File: src/rtl/div_seq_ctrl_pkg.sv
// Shared definitions for the sequential restoring divider.
//   div_state_e : controller state encoding (IDLE / RUN / DONE)
//   div_cnt_w() : width of the iteration counter for a given operand width
package div_seq_ctrl_pkg;

    typedef enum logic [1:0] {
        DIV_IDLE = 2'd0,
        DIV_RUN  = 2'd1,
        DIV_DONE = 2'd2
    } div_state_e;

    localparam int unsigned DIV_WIDTH_DEFAULT = 8;

    // Counter only needs to reach WIDTH-1.
    function automatic int unsigned div_cnt_w(input int unsigned width);
        return $clog2(width);
    endfunction

endpackage

File: src/rtl/div_seq_ctrl_sub_step.sv
// div_sub_step: combinational (WIDTH+1)-bit trial subtraction diff = s - d,
// built as s + ~d + 1 on a ripple full-adder chain.
//   s      : partial remainder after shift (WIDTH+1 bits)
//   d      : zero-extended divisor (WIDTH+1 bits)
//   diff   : s - d modulo 2^(WIDTH+1)
//   borrow : top bit of diff; set when s < d
module div_sub_step
    import div_seq_ctrl_pkg::*;
#(
    parameter int unsigned WIDTH = DIV_WIDTH_DEFAULT
) (
    input  logic [WIDTH:0] s,
    input  logic [WIDTH:0] d,
    output logic [WIDTH:0] diff,
    output logic           borrow
);

    logic [WIDTH:0] d_inv;
    logic [WIDTH:0] carry;

    assign d_inv = ~d;

    // Carry-in of 1 completes the two's-complement negation of d.
    always_comb begin
        carry    = '0;
        diff     = '0;
        carry[0] = 1'b1;
        for (int unsigned i = 0; i <= WIDTH; i++) begin
            diff[i] = s[i] ^ d_inv[i] ^ carry[i];
            if (i < WIDTH) begin
                carry[i+1] = (s[i] & d_inv[i]) | (s[i] & carry[i]) | (d_inv[i] & carry[i]);
            end
        end
    end

    // Partial remainder is always < 2*d, so the top difference bit is the borrow.
    assign borrow = diff[WIDTH];

endmodule

File: src/rtl/div_seq_ctrl.sv
// div_seq_ctrl: sequential restoring divider for unsigned WIDTH-bit operands.
// One trial subtraction per RUN cycle; WIDTH cycles per operation.
//   clk, rst_n           : clock, synchronous active-low reset
//   start                : request, accepted in IDLE or DONE
//   dividend, divisor    : operands, captured on the accepted start edge
//   busy                 : high while iterating
//   done                 : one-cycle pulse, results valid from this cycle
//   quotient, remainder  : results, held until the next accepted start
//   div_by_zero          : captured divisor was zero; held with results
module div_seq_ctrl
    import div_seq_ctrl_pkg::*;
#(
    parameter int unsigned WIDTH = DIV_WIDTH_DEFAULT
) (
    input  logic             clk,
    input  logic             rst_n,
    input  logic             start,
    input  logic [WIDTH-1:0] dividend,
    input  logic [WIDTH-1:0] divisor,
    output logic             busy,
    output logic             done,
    output logic [WIDTH-1:0] quotient,
    output logic [WIDTH-1:0] remainder,
    output logic             div_by_zero
);

    localparam int unsigned CNT_W = div_cnt_w(WIDTH);

    div_state_e       state_q, state_d;
    logic [CNT_W-1:0] count_q, count_d;
    logic [WIDTH-1:0] d_q, d_d;
    logic [WIDTH-1:0] q_q, q_d;
    logic [WIDTH-1:0] r_q, r_d;
    logic [WIDTH-1:0] quot_q, quot_d;
    logic [WIDTH-1:0] rem_q, rem_d;
    logic             dbz_q, dbz_d;

    logic [WIDTH:0]   step_s;
    logic [WIDTH:0]   step_d;
    logic [WIDTH:0]   step_diff;
    logic             step_borrow;
    logic             step_unused;

    assign step_s = {r_q, q_q[WIDTH-1]};
    assign step_d = {1'b0, d_q};

    div_sub_step #(
        .WIDTH(WIDTH)
    ) u_sub_step (
        .s      (step_s),
        .d      (step_d),
        .diff   (step_diff),
        .borrow (step_borrow)
    );

    // Top diff bit duplicates borrow; only the low WIDTH bits are stored.
    assign step_unused = step_diff[WIDTH];

    always_comb begin
        state_d = state_q;
        count_d = count_q;
        d_d     = d_q;
        q_d     = q_q;
        r_d     = r_q;
        quot_d  = quot_q;
        rem_d   = rem_q;
        dbz_d   = dbz_q;

        case (state_q)
            DIV_IDLE, DIV_DONE: begin
                state_d = DIV_IDLE;
                if (start) begin
                    if (divisor != '0) begin
                        state_d = DIV_RUN;
                        d_d     = divisor;
                        q_d     = dividend;
                        r_d     = '0;
                        count_d = '0;
                        dbz_d   = 1'b0;
                    end else begin
                        state_d = DIV_DONE;
                        quot_d  = '1;
                        rem_d   = dividend;
                        dbz_d   = 1'b1;
                    end
                end
            end

            DIV_RUN: begin
                if (!step_borrow) begin
                    r_d = step_diff[WIDTH-1:0];
                    q_d = {q_q[WIDTH-2:0], 1'b1};
                end else begin
                    r_d = step_s[WIDTH-1:0];
                    q_d = {q_q[WIDTH-2:0], 1'b0};
                end
                count_d = count_q + 1'b1;
                if (count_q == CNT_W'(WIDTH - 1)) begin
                    state_d = DIV_DONE;
                    count_d = '0;
                    quot_d  = q_d;
                    rem_d   = r_d;
                end
            end

            default: begin
                state_d = DIV_IDLE;
            end
        endcase
    end

    always_ff @(posedge clk) begin
        if (!rst_n) begin
            state_q <= DIV_IDLE;
            count_q <= '0;
            d_q     <= '0;
            q_q     <= '0;
            r_q     <= '0;
            quot_q  <= '0;
            rem_q   <= '0;
            dbz_q   <= 1'b0;
        end else begin
            state_q <= state_d;
            count_q <= count_d;
            d_q     <= d_d;
            q_q     <= q_d;
            r_q     <= r_d;
            quot_q  <= quot_d;
            rem_q   <= rem_d;
            dbz_q   <= dbz_d;
        end
    end

    assign busy        = (state_q == DIV_RUN);
    assign done        = (state_q == DIV_DONE);
    assign quotient    = quot_q;
    assign remainder   = rem_q;
    assign div_by_zero = dbz_q;

endmodule
File: config.mk
export PLATFORM = sky130hd
export DESIGN_NAME = div_seq_ctrl
export DESIGN_NICKNAME = d
export VERILOG_FILES = /design/src/rtl/div_seq_ctrl_pkg.sv /design/src/rtl/div_seq_ctrl_sub_step.sv /design/src/rtl/div_seq_ctrl.sv
export SDC_FILE = /design/constraint.sdc
export NUM_CORES = 1
export LEC_CHECK = 0
export ABC_AREA = 0
export BUFFER_PORTS_ARGS = -buffer_cell sky130_fd_sc_hd__buf_2
export CAP_MARGIN = 15
export CORE_MARGIN = 2
export CORE_UTILIZATION = 45
export DETAILED_ROUTE_END_ITERATION = 6
export GPL_ROUTABILITY_DRIVEN = 0
export GPL_TIMING_DRIVEN = 1
export PLACE_DENSITY = 0.67
export SYNTH_ARGS = -nofsm -noshare
export SYNTH_HDL_FRONTEND = slang
export SYNTH_SLANG_ARGS = --single-unit
File: constraint.sdc
create_clock -name clk -period 4.75 [get_ports clk]
set_clock_uncertainty 0.2 [all_clocks]
set_input_delay 0.475 -clock clk [delete_from_list [all_inputs] [get_ports clk]]
set_output_delay 0.475 -clock clk [all_outputs]
set_load 0.005 [all_outputs]
Yosys cells after proc, flatten, opt, wreduce, memory -nomap -nowiden --
Index checks and enable logic that the tools add are counted.
Storage, ports and cells: register bits 46, latch bits 0, bits in writable memories 0, ROM bits 0, input bits 19, output and inout port bits 19, memories 0
Cells by class: add/subtract/negate cells 1, $mul 0, div/mod/pow operators 0, order comparisons 0, eq/ne operators 7, shift-type cells 0, muxes and demuxes 25, bitwise logic cells 57, reductions and logical operators 8
Operator list (number):
- 8-bit 2-to-1 mux | 11
- 8-bit one-hot mux with 2 select lines | 4
- 1-bit bitwise AND | 22
- 1-bit bitwise XOR | 17
- 1-bit OR | 16
- 3-bit 2-to-1 mux | 3
- 8-bit NOT with 9-bit output | 1
- 8-bit nonzero test | 1
- 2-bit 2-to-1 mux | 3
- 2-bit != test (second input constant) | 3
- 3-bit one-hot mux with 2 select lines | 1
- 3-bit AND reduction | 2
- 2-bit one-hot mux with 2 select lines | 1
- 4-bit AND reduction | 1
- 3-bit by 1-bit adder with 3-bit output (second input constant) | 1
- 3-bit equality test (second input constant) | 1
- 2-bit by 1-bit equality test with 1-bit output (second input constant) | 1
- 2-bit equality test (second input constant) | 1
- 2-bit logical NOT | 1
- 1-bit 2-to-1 mux | 2
- 2-bit by 1-bit != test with 1-bit output (second input constant) | 1
- 2-bit AND reduction | 1
- 2-bit nonzero test | 1
- 2-bit OR reduction | 1
- 1-bit NOT | 1

Logic depth before layout (Yosys ltp) --
Gate-level depths: netlist (run 1).
depth in word-level cells 29, depth in mapped cells 16, mapped depth without buffers 15

By module --
Synthesis (run 1) repeated with hierarchy kept, for this count alone.
Unflattened totals: cells, all modules 248, area total of the unflattened synthesis 2213.4 µm²
Modules (own cells, without submodules):
- div_seq_ctrl | instances 1, cells an instance 222, area each 1969.4 µm²
- div_sub_step | instances 1, cells an instance 26, area each 244.0 µm²

Worst setup path before layout (run 1) --
Ideal clock, no wire load.
kind register to register, start register q_q[7], end register rem_q[6], in the netlist remainder[6], library setup time 130 ps, arrival time 4070 ps, data required time 4420 ps, path slack 350 ps, stages on the path, launching flop included 17, path buffers 1, clock period less this slack 4400 ps, cells stage by stage dfxtp_1 -> inv_1 -> ha_1 -> inv_1 -> fa_1 -> inv_1 -> fa_1 -> fa_1 -> fa_1 -> fa_1 -> fa_1 -> fa_1 -> xnor2_1 -> clkbuf_1 -> nand2_1 -> o211ai_1 -> a31oi_2
On the way: longest elaborated chain between the ends 28
RTL lines:
- start: declaration | RTL line div_seq_ctrl.sv:32 | logic [WIDTH-1:0] q_q, q_d;
- start signal: assignment | RTL line div_seq_ctrl.sv:126 | q_q <= q_d;
- 1-bit bitwise AND | RTL line div_seq_ctrl_sub_step.sv:31 | carry[i+1] = (s[i] & d_inv[i]) | (s[i] & carry[i]) | (d_inv[i] & carry[i]);
- 1-bit OR * (2 in a row) | RTL line div_seq_ctrl_sub_step.sv:31
- 1-bit bitwise AND | RTL line div_seq_ctrl_sub_step.sv:31
- 1-bit OR | RTL line div_seq_ctrl_sub_step.sv:31
- 1-bit OR * | RTL line div_seq_ctrl_sub_step.sv:31
- 1-bit bitwise AND | RTL line div_seq_ctrl_sub_step.sv:31
- 1-bit OR | RTL line div_seq_ctrl_sub_step.sv:31
- 1-bit OR * | RTL line div_seq_ctrl_sub_step.sv:31
- [9 not listed]
- 1-bit bitwise AND | RTL line div_seq_ctrl_sub_step.sv:31
- 1-bit OR (2 in a row) | RTL line div_seq_ctrl_sub_step.sv:31
- 1-bit bitwise AND | RTL line div_seq_ctrl_sub_step.sv:31
- 1-bit OR (2 in a row) | RTL line div_seq_ctrl_sub_step.sv:31
- 1-bit bitwise XOR | RTL line div_seq_ctrl_sub_step.sv:29 | diff[i] = s[i] ^ d_inv[i] ^ carry[i];
- 8-bit 2-to-1 mux * | RTL line div_seq_ctrl.sv:90 | if (!step_borrow) begin
- 8-bit 2-to-1 mux * | RTL line div_seq_ctrl.sv:98 | if (count_q == CNT_W'(WIDTH - 1)) begin
- 8-bit one-hot mux with 2 select lines * | RTL line div_seq_ctrl.sv:69 | case (state_q)
- end signal: assignment | RTL line div_seq_ctrl.sv:129 | rem_q <= rem_d;
- end: declaration | RTL line div_seq_ctrl.sv:35 | logic [WIDTH-1:0] rem_q, rem_d;
Mark *: on every way between the ends. The rest lies on a longest branch, timed or not. The select of a mux whose other input is x is not followed. A chain may end at the register's enable or synchronous reset.

Worst setup path after layout (run 1) --
start register q_q[7], end register r_q[5]
On the way: longest elaborated chain between the ends 27
RTL lines:
- 1-bit bitwise AND | RTL line div_seq_ctrl_sub_step.sv:31
- 1-bit OR * (2 in a row) | RTL line div_seq_ctrl_sub_step.sv:31
- 1-bit bitwise AND | RTL line div_seq_ctrl_sub_step.sv:31
- 1-bit OR | RTL line div_seq_ctrl_sub_step.sv:31
- 1-bit OR * | RTL line div_seq_ctrl_sub_step.sv:31
- 1-bit bitwise AND | RTL line div_seq_ctrl_sub_step.sv:31
- 1-bit OR | RTL line div_seq_ctrl_sub_step.sv:31
- 1-bit OR * | RTL line div_seq_ctrl_sub_step.sv:31
- [7 not listed]
- 1-bit OR (2 in a row) | RTL line div_seq_ctrl_sub_step.sv:31
- 1-bit bitwise AND | RTL line div_seq_ctrl_sub_step.sv:31
- 1-bit OR (2 in a row) | RTL line div_seq_ctrl_sub_step.sv:31
- 1-bit bitwise AND | RTL line div_seq_ctrl_sub_step.sv:31
- 1-bit OR (2 in a row) | RTL line div_seq_ctrl_sub_step.sv:31
- 1-bit bitwise XOR | RTL line div_seq_ctrl_sub_step.sv:29
- 8-bit 2-to-1 mux * | RTL line div_seq_ctrl.sv:90
- 8-bit one-hot mux with 2 select lines * | RTL line div_seq_ctrl.sv:69
- end signal: assignment | RTL line div_seq_ctrl.sv:127 | r_q <= r_d;
- end: declaration | RTL line div_seq_ctrl.sv:33 | logic [WIDTH-1:0] r_q, r_d;
Mark *: on every way between the ends. The rest lies on a longest branch, timed or not.

==> results of run 1 <==
-- cell type report --
cell class / count / area, um2
clock buffer: 7 / 86.3
clock inverter: 1 / 5.00
fill: 434 / 2040
inverter: 12 / 45.0
multi-input combinational: 156 / 1050
sequential: 46 / 921
tap: 52 / 65.1
timing repair buffer: 39 / 200
-- worst max-delay path: stages, from the launching register on --
cell and delay [ps]:
dfxtp_1 350, inv_1 50, ha_1 170, inv_1 60, fa_1 170, inv_1 60
fa_1 370, fa_1 390, fa_1 390, fa_1 390, fa_1 380, fa_1 390
xnor2_1 290, buf_4 260, nand2_1 80, o211ai_1 150, a21boi_0 140
-- where the power goes --
part | switching (W) | internal [W] | total, W
logic | 0.000105 | 0.0000667 | 0.000172
registers | 0.0000195 | 0.000409 | 0.000428
clock network | 0.000125 | 0.000118 | 0.000242
total | 0.000250 | 0.000593 | 0.000842
-- layout by cell type, fill, tap and decap left out, drive strengths merged, types with 2 or more instances in the layout --
cell type,synthesis,routed
a21boi,17,17
a21oi,17,17
a31oi,8,8
and2,2,2
buf,6,39
clkbuf,11,7
dfxtp,46,46
fa,7,7
ha,3,3
inv,12,12
nand2,41,41
nand3,9,9
nand3b,2,2
nor2,3,3
nor2b,3,3
o211ai,7,7
o21a,2,2
o21ai,18,18
o221a,8,8
or4,2,2
-- through the flow --
| stage | setup WS, ps | power (W) | instances | hold slack (ps) | area (um2) |
|---|---|---|---|---|---|
| after floorplan | 350 | 0.000559 | 231 | 240 | 2100 |
| after global placement | 416 | 0.000604 | 305 | 256 | 2280 |
| after detailed placement | 360 | 0.000610 | 305 | 259 | 2280 |
| after CTS | 340 | 0.000851 | 313 | 240 | 2370 |
| after global routing | 78.6 | 0.000897 | 313 | 245 | 2370 |
| final | 342 | 0.000842 | 313 | 244 | 2370 |
-- metal layers --
layer	wire, um	share of wire [%]
met4	34	0.75
met5	0	0
met3	219	4.8
met1	2290	50
met2	2000	44
-- registers in the layout (all words and copies together) (netlist names) --
| name | count |
|---|---|
| quotient | 8 |
| r_q | 8 |
| remainder | 8 |
| count_q | 3 |
| div_by_zero | 1 |
| d_q | 8 |
| q_q | 8 |
| state_q | 2 |
-- final timing paths --
check | startpoint | end | slack, ps | cells after the start
worst max register to register | q_q[7] | r_q[5] | 340 | 16
worst min-delay path | divisor[4] | d_q[4] | 240 | 3
worst max-delay path | q_q[7] | r_q[5] | 340 | 16
worst min register to register | q_q[7] | q_q[7] | 270 | 2
-- cells by family after synthesis --
family | synth area share (%)
compound gates | 27.1
simple gates | 13.6
flops | 43.9
buf+inv | 6.08
fa+ha+maj | 8.46
xor+xnor | 0.417
mux | 0.477
==> results.ini, run 1 <==
[run_status]
status = finished clean

[synth]
postSynth.asyncResetShare_pct = 0
synth.top_cell.area_share_pct = 43.9
synth-edff-count = 0
synth_nets = 260
synth_flop_cell = dfxtp_1
synth_cell_types = 35
yosys.area.top_type = dfxtp_1
synth_area_um2 = 2100
syn_avg_cell_area_um2 = 9.09
netlist_top_cells_area = dfxtp_1 44%, nand2_1 7.3%, fa_1 6.7%
ys_seq_elements = 46
synth_common_cells = 46 x dfxtp_1, 41 x nand2_1, 17 x a21oi_1
synthCells = 231
seq_area_frac_synth_pct = 43.9
yosysMostFrequentCell = dfxtp_1
ys_warn_count = 0

[finish]
drive_above_1_share_pct = 21.5
syn2layout_area_growth_pct = 13.1
post-route-util_pct = 53.8
nets = 289
antenna_cells = 0

[route]
drtAntennaViolNets = 0
viasPerCell = 5.38
wl_per_cell_um = 14.5
drt_iter0_drc = 124
dr.pass1.iters = 4
vias = 1684
remaining_drc_errors = 0
routed_wl_um = 4550

[worst_setup_path]
path_class = reg -> reg
end_kind = flop
required_ps = 4710
critPathArrivalTime_ps = 4370
critPathMaxFanout = 15
cp-start-kind = flop

[cts]
numCtsBuffers = 5
cts_buffer_depth = 2
clkSlewWorstSetupHoldPaths_ps = 80
root_buffer = clkbuf_8
cts_setup_buffers = 0
cts.sinks = 46
clock_latency_ps = 290
ctsHoldBuffers = 0
cts_tree = done
htree_levels = 2
post_cts_resize_count = 0

[pwr]
power_per_cell_area_nw_per_um2 = 355
leakagePower_nw = 0.993
irDropWorstVdd_mv = 0.205

[timing]
hold_viol = 0
slew_headroom_pct = 28.3
post-route-period-util_pct = 92.8
min_period_ps = 4410
tns_ps = 0
worst_pin_slew_ps = 1080
finalSetupViolCount = 0
slew_violations = 0
rsz0062_at_grt = false
max_clock_freq_mhz = 227

[die]
pin_count = 38
start_util_pct = 47.6
die_area_um2 = 5230
rows = 24
core_area_um2 = 4410
die_width_um = 72.3
dieHeight_um = 72.3

[global_routing]
grt_pass1_wl_um = 7630
antenna_found_initial = 0
grtUsageMet3_pct = 4.72
grt_max_degree = 48
grt_overflow_total = 0
grt_use_met2_pct = 26.5
grt_pass1_vias = 1545
grt_busiest_layer = met1
grtUsageMet1_pct = 28.3
grt_usage_pct = 18.6

[placed_design]
numPortBuffers = 37
hpwl_um = 3160

[worst_hold_path]
hp-class = in -> reg

[job]
max_cap_violations = 0

Note: power is estimated with default switching activity, not from simulation.
==> inputs of run 2 (changes only) <==
==> constraint.sdc (replaced) <==
create_clock -name clk -period 5.1 [get_ports clk]
set_clock_uncertainty 0.2 [all_clocks]
set_input_delay 0.51 -clock clk [delete_from_list [all_inputs] [get_ports clk]]
set_output_delay 0.51 -clock clk [all_outputs]
set_load 0.005 [all_outputs]
==> results.ini, run 2 (synthesis gave the netlist of run 1 again) <==
[run_status]
status = finished clean

[global_routing]
grt_overflow_total = 0
grt_pass1_wl_um = 7540
grt_max_degree = 48
grt_pass1_vias = 1534
antenna_found_initial = 0
grt_usage_pct = 18.6

[worst_setup_path]
end_kind = flop
rr_startpoint = q_q[7]
path_class = reg -> reg
required_ps = 5100
critPathMaxFanout = 17
cp-start-kind = flop
startpoint = q_q[7]
critPathArrivalTime_ps = 4380

[die]
rows = 24
dieHeight_um = 72.3
die_area_um2 = 5230
start_util_pct = 47.6
pin_count = 38
core_area_um2 = 4410
die_width_um = 72.3

[placed_design]
hpwl_um = 3120
numPortBuffers = 37
dpl_cell_area_um2 = 2280

[cts]
clock_latency_ps = 310
clkSlewWorstSetupHoldPaths_ps = 90
htree_levels = 2
ctsHoldBuffers = 0
cts_tree = done
post_cts_resize_count = 0
root_buffer = clkbuf_8
numCtsBuffers = 5
cts.sinks = 46
cts_setup_buffers = 0
cts_buffer_depth = 2

[route]
drt_iter0_drc = 131
viasPerCell = 5.45
dr.pass1.iters = 5
remaining_drc_errors = 0
wl_per_cell_um = 14.6
routed_wl_um = 4570
drtAntennaViolNets = 0
vias = 1705

[timing]
hold_viol = 0
worst_pin_slew_ps = 1070
min_period_ps = 4370
slew_headroom_pct = 28.7
max_clock_freq_mhz = 229
slew_violations = 0
finalSetupViolCount = 0
rsz0062_at_grt = false
tns_ps = 0
post-route-period-util_pct = 85.7

[pwr]
power_switching_w = 0.000244
p_clk_share_pct = 33.3
p_int_w = 0.000587
leakagePower_nw = 0.995
irDropWorstVdd_mv = 0.287
seq_power_share_pct = 47.9
pwr-share-comb_pct = 18.8
switching_share_pct = 29.4
power_per_cell_area_nw_per_um2 = 347

[job]
max_cap_violations = 0

[finish]
drive_above_1_share_pct = 21.8
fillers = 437
final_cell_area_um2 = 2400
nets = 289
mostFrequentLayoutCell = dfxtp_1
antenna_cells = 0
syn2layout_area_growth_pct = 14.1
layout_common_cells = 46 x dfxtp_1, 41 x nand2_1, 37 x buf_2

[worst_hold_path]
hp-class = in -> reg
min_from = divisor[7]

## run 2: changes by cell type in the layout (fill, tap and decap cells not counted), sizes merged
| cell | delta |
|---|---|
| clkinv | -1 |
| bufinv | +1 |
| clkinvlp | +2 |
| clkbuf | -2 |
## run 2: per-layer routing
| metal | part of all wire (%) | vias to the layer above | GRT usage [%] |
|---|---|---|---|
| met3 | 4.6 | 7 | 3.89 |
| met1 | 50 | 793 | 26.6 |
| met5 | 0 | - | 0 |
| li1 | - | 865 | - |
| met2 | 45 | 40 | 27.8 |
| met4 | 1.2 | 0 | 6.92 |
## run 2: path summary, 6_finish.rpt
kind / endpoint / slack [ps] / cells past startpoint
min reg2reg: d_q[0] / 280 / 2
max reg2reg: r_q[1] / 730 / 16
max: r_q[1] / 730 / 16
min: d_q[7] / 260 / 3
## run 2: layout make-up
class / count / area [um2] / share of cell area (%)
Multi-Input combinational cell: 156 / 1050 / 43.9
Sequential cell: 46 / 921 / 38.4
Timing Repair Buffer: 39 / 200 / 8.36
Clock buffer: 5 / 68.8 / 2.87
Tap cell: 52 / 65.1 / 2.72
Clock inverter: 3 / 45.0 / 1.88
Inverter: 12 / 45.0 / 1.88
## run 2: critical path, cell delays in order (launching register included)
cell	delay [ps]
dfxtp_1	360
inv_1	50
ha_1	170
inv_1	60
fa_1	150
inv_1	50
fa_1	370
fa_1	390
fa_1	390
fa_1	390
fa_1	390
fa_1	380
xnor2_1	140
buf_4	220
mux2i_1	260
o22ai_1	110
and2_1	210
## run 2: power groups by stage
| stage | clock network [W] | logic [W] | registers, W |
|---|---|---|---|
| after floorplan | 0 | 0.000119 | 0.000402 |
| after global placement | 0 | 0.000155 | 0.000407 |
| after detailed placement | 0 | 0.000158 | 0.000407 |
| after CTS | 0.000280 | 0.000158 | 0.000399 |
| after global routing | 0.000294 | 0.000180 | 0.000401 |
| final | 0.000277 | 0.000156 | 0.000399 |
## run 2: through the flow
| step | setup WS (ps) | hold WS (ps) | utilization [%] | instances | total power, W |
|---|---|---|---|---|---|
| after global routing | 564 | 266 | 54.3 | 313 | 0.000876 |
| after detailed placement | 732 | 264 | 51.7 | 305 | 0.000564 |
| final | 728 | 263 | 54.3 | 313 | 0.000831 |
| after global placement | 827 | 255 | 51.7 | 305 | 0.000562 |
| after CTS | 715 | 263 | 54.3 | 313 | 0.000837 |
| after floorplan | 700 | 240 | - | 231 | 0.000520 |
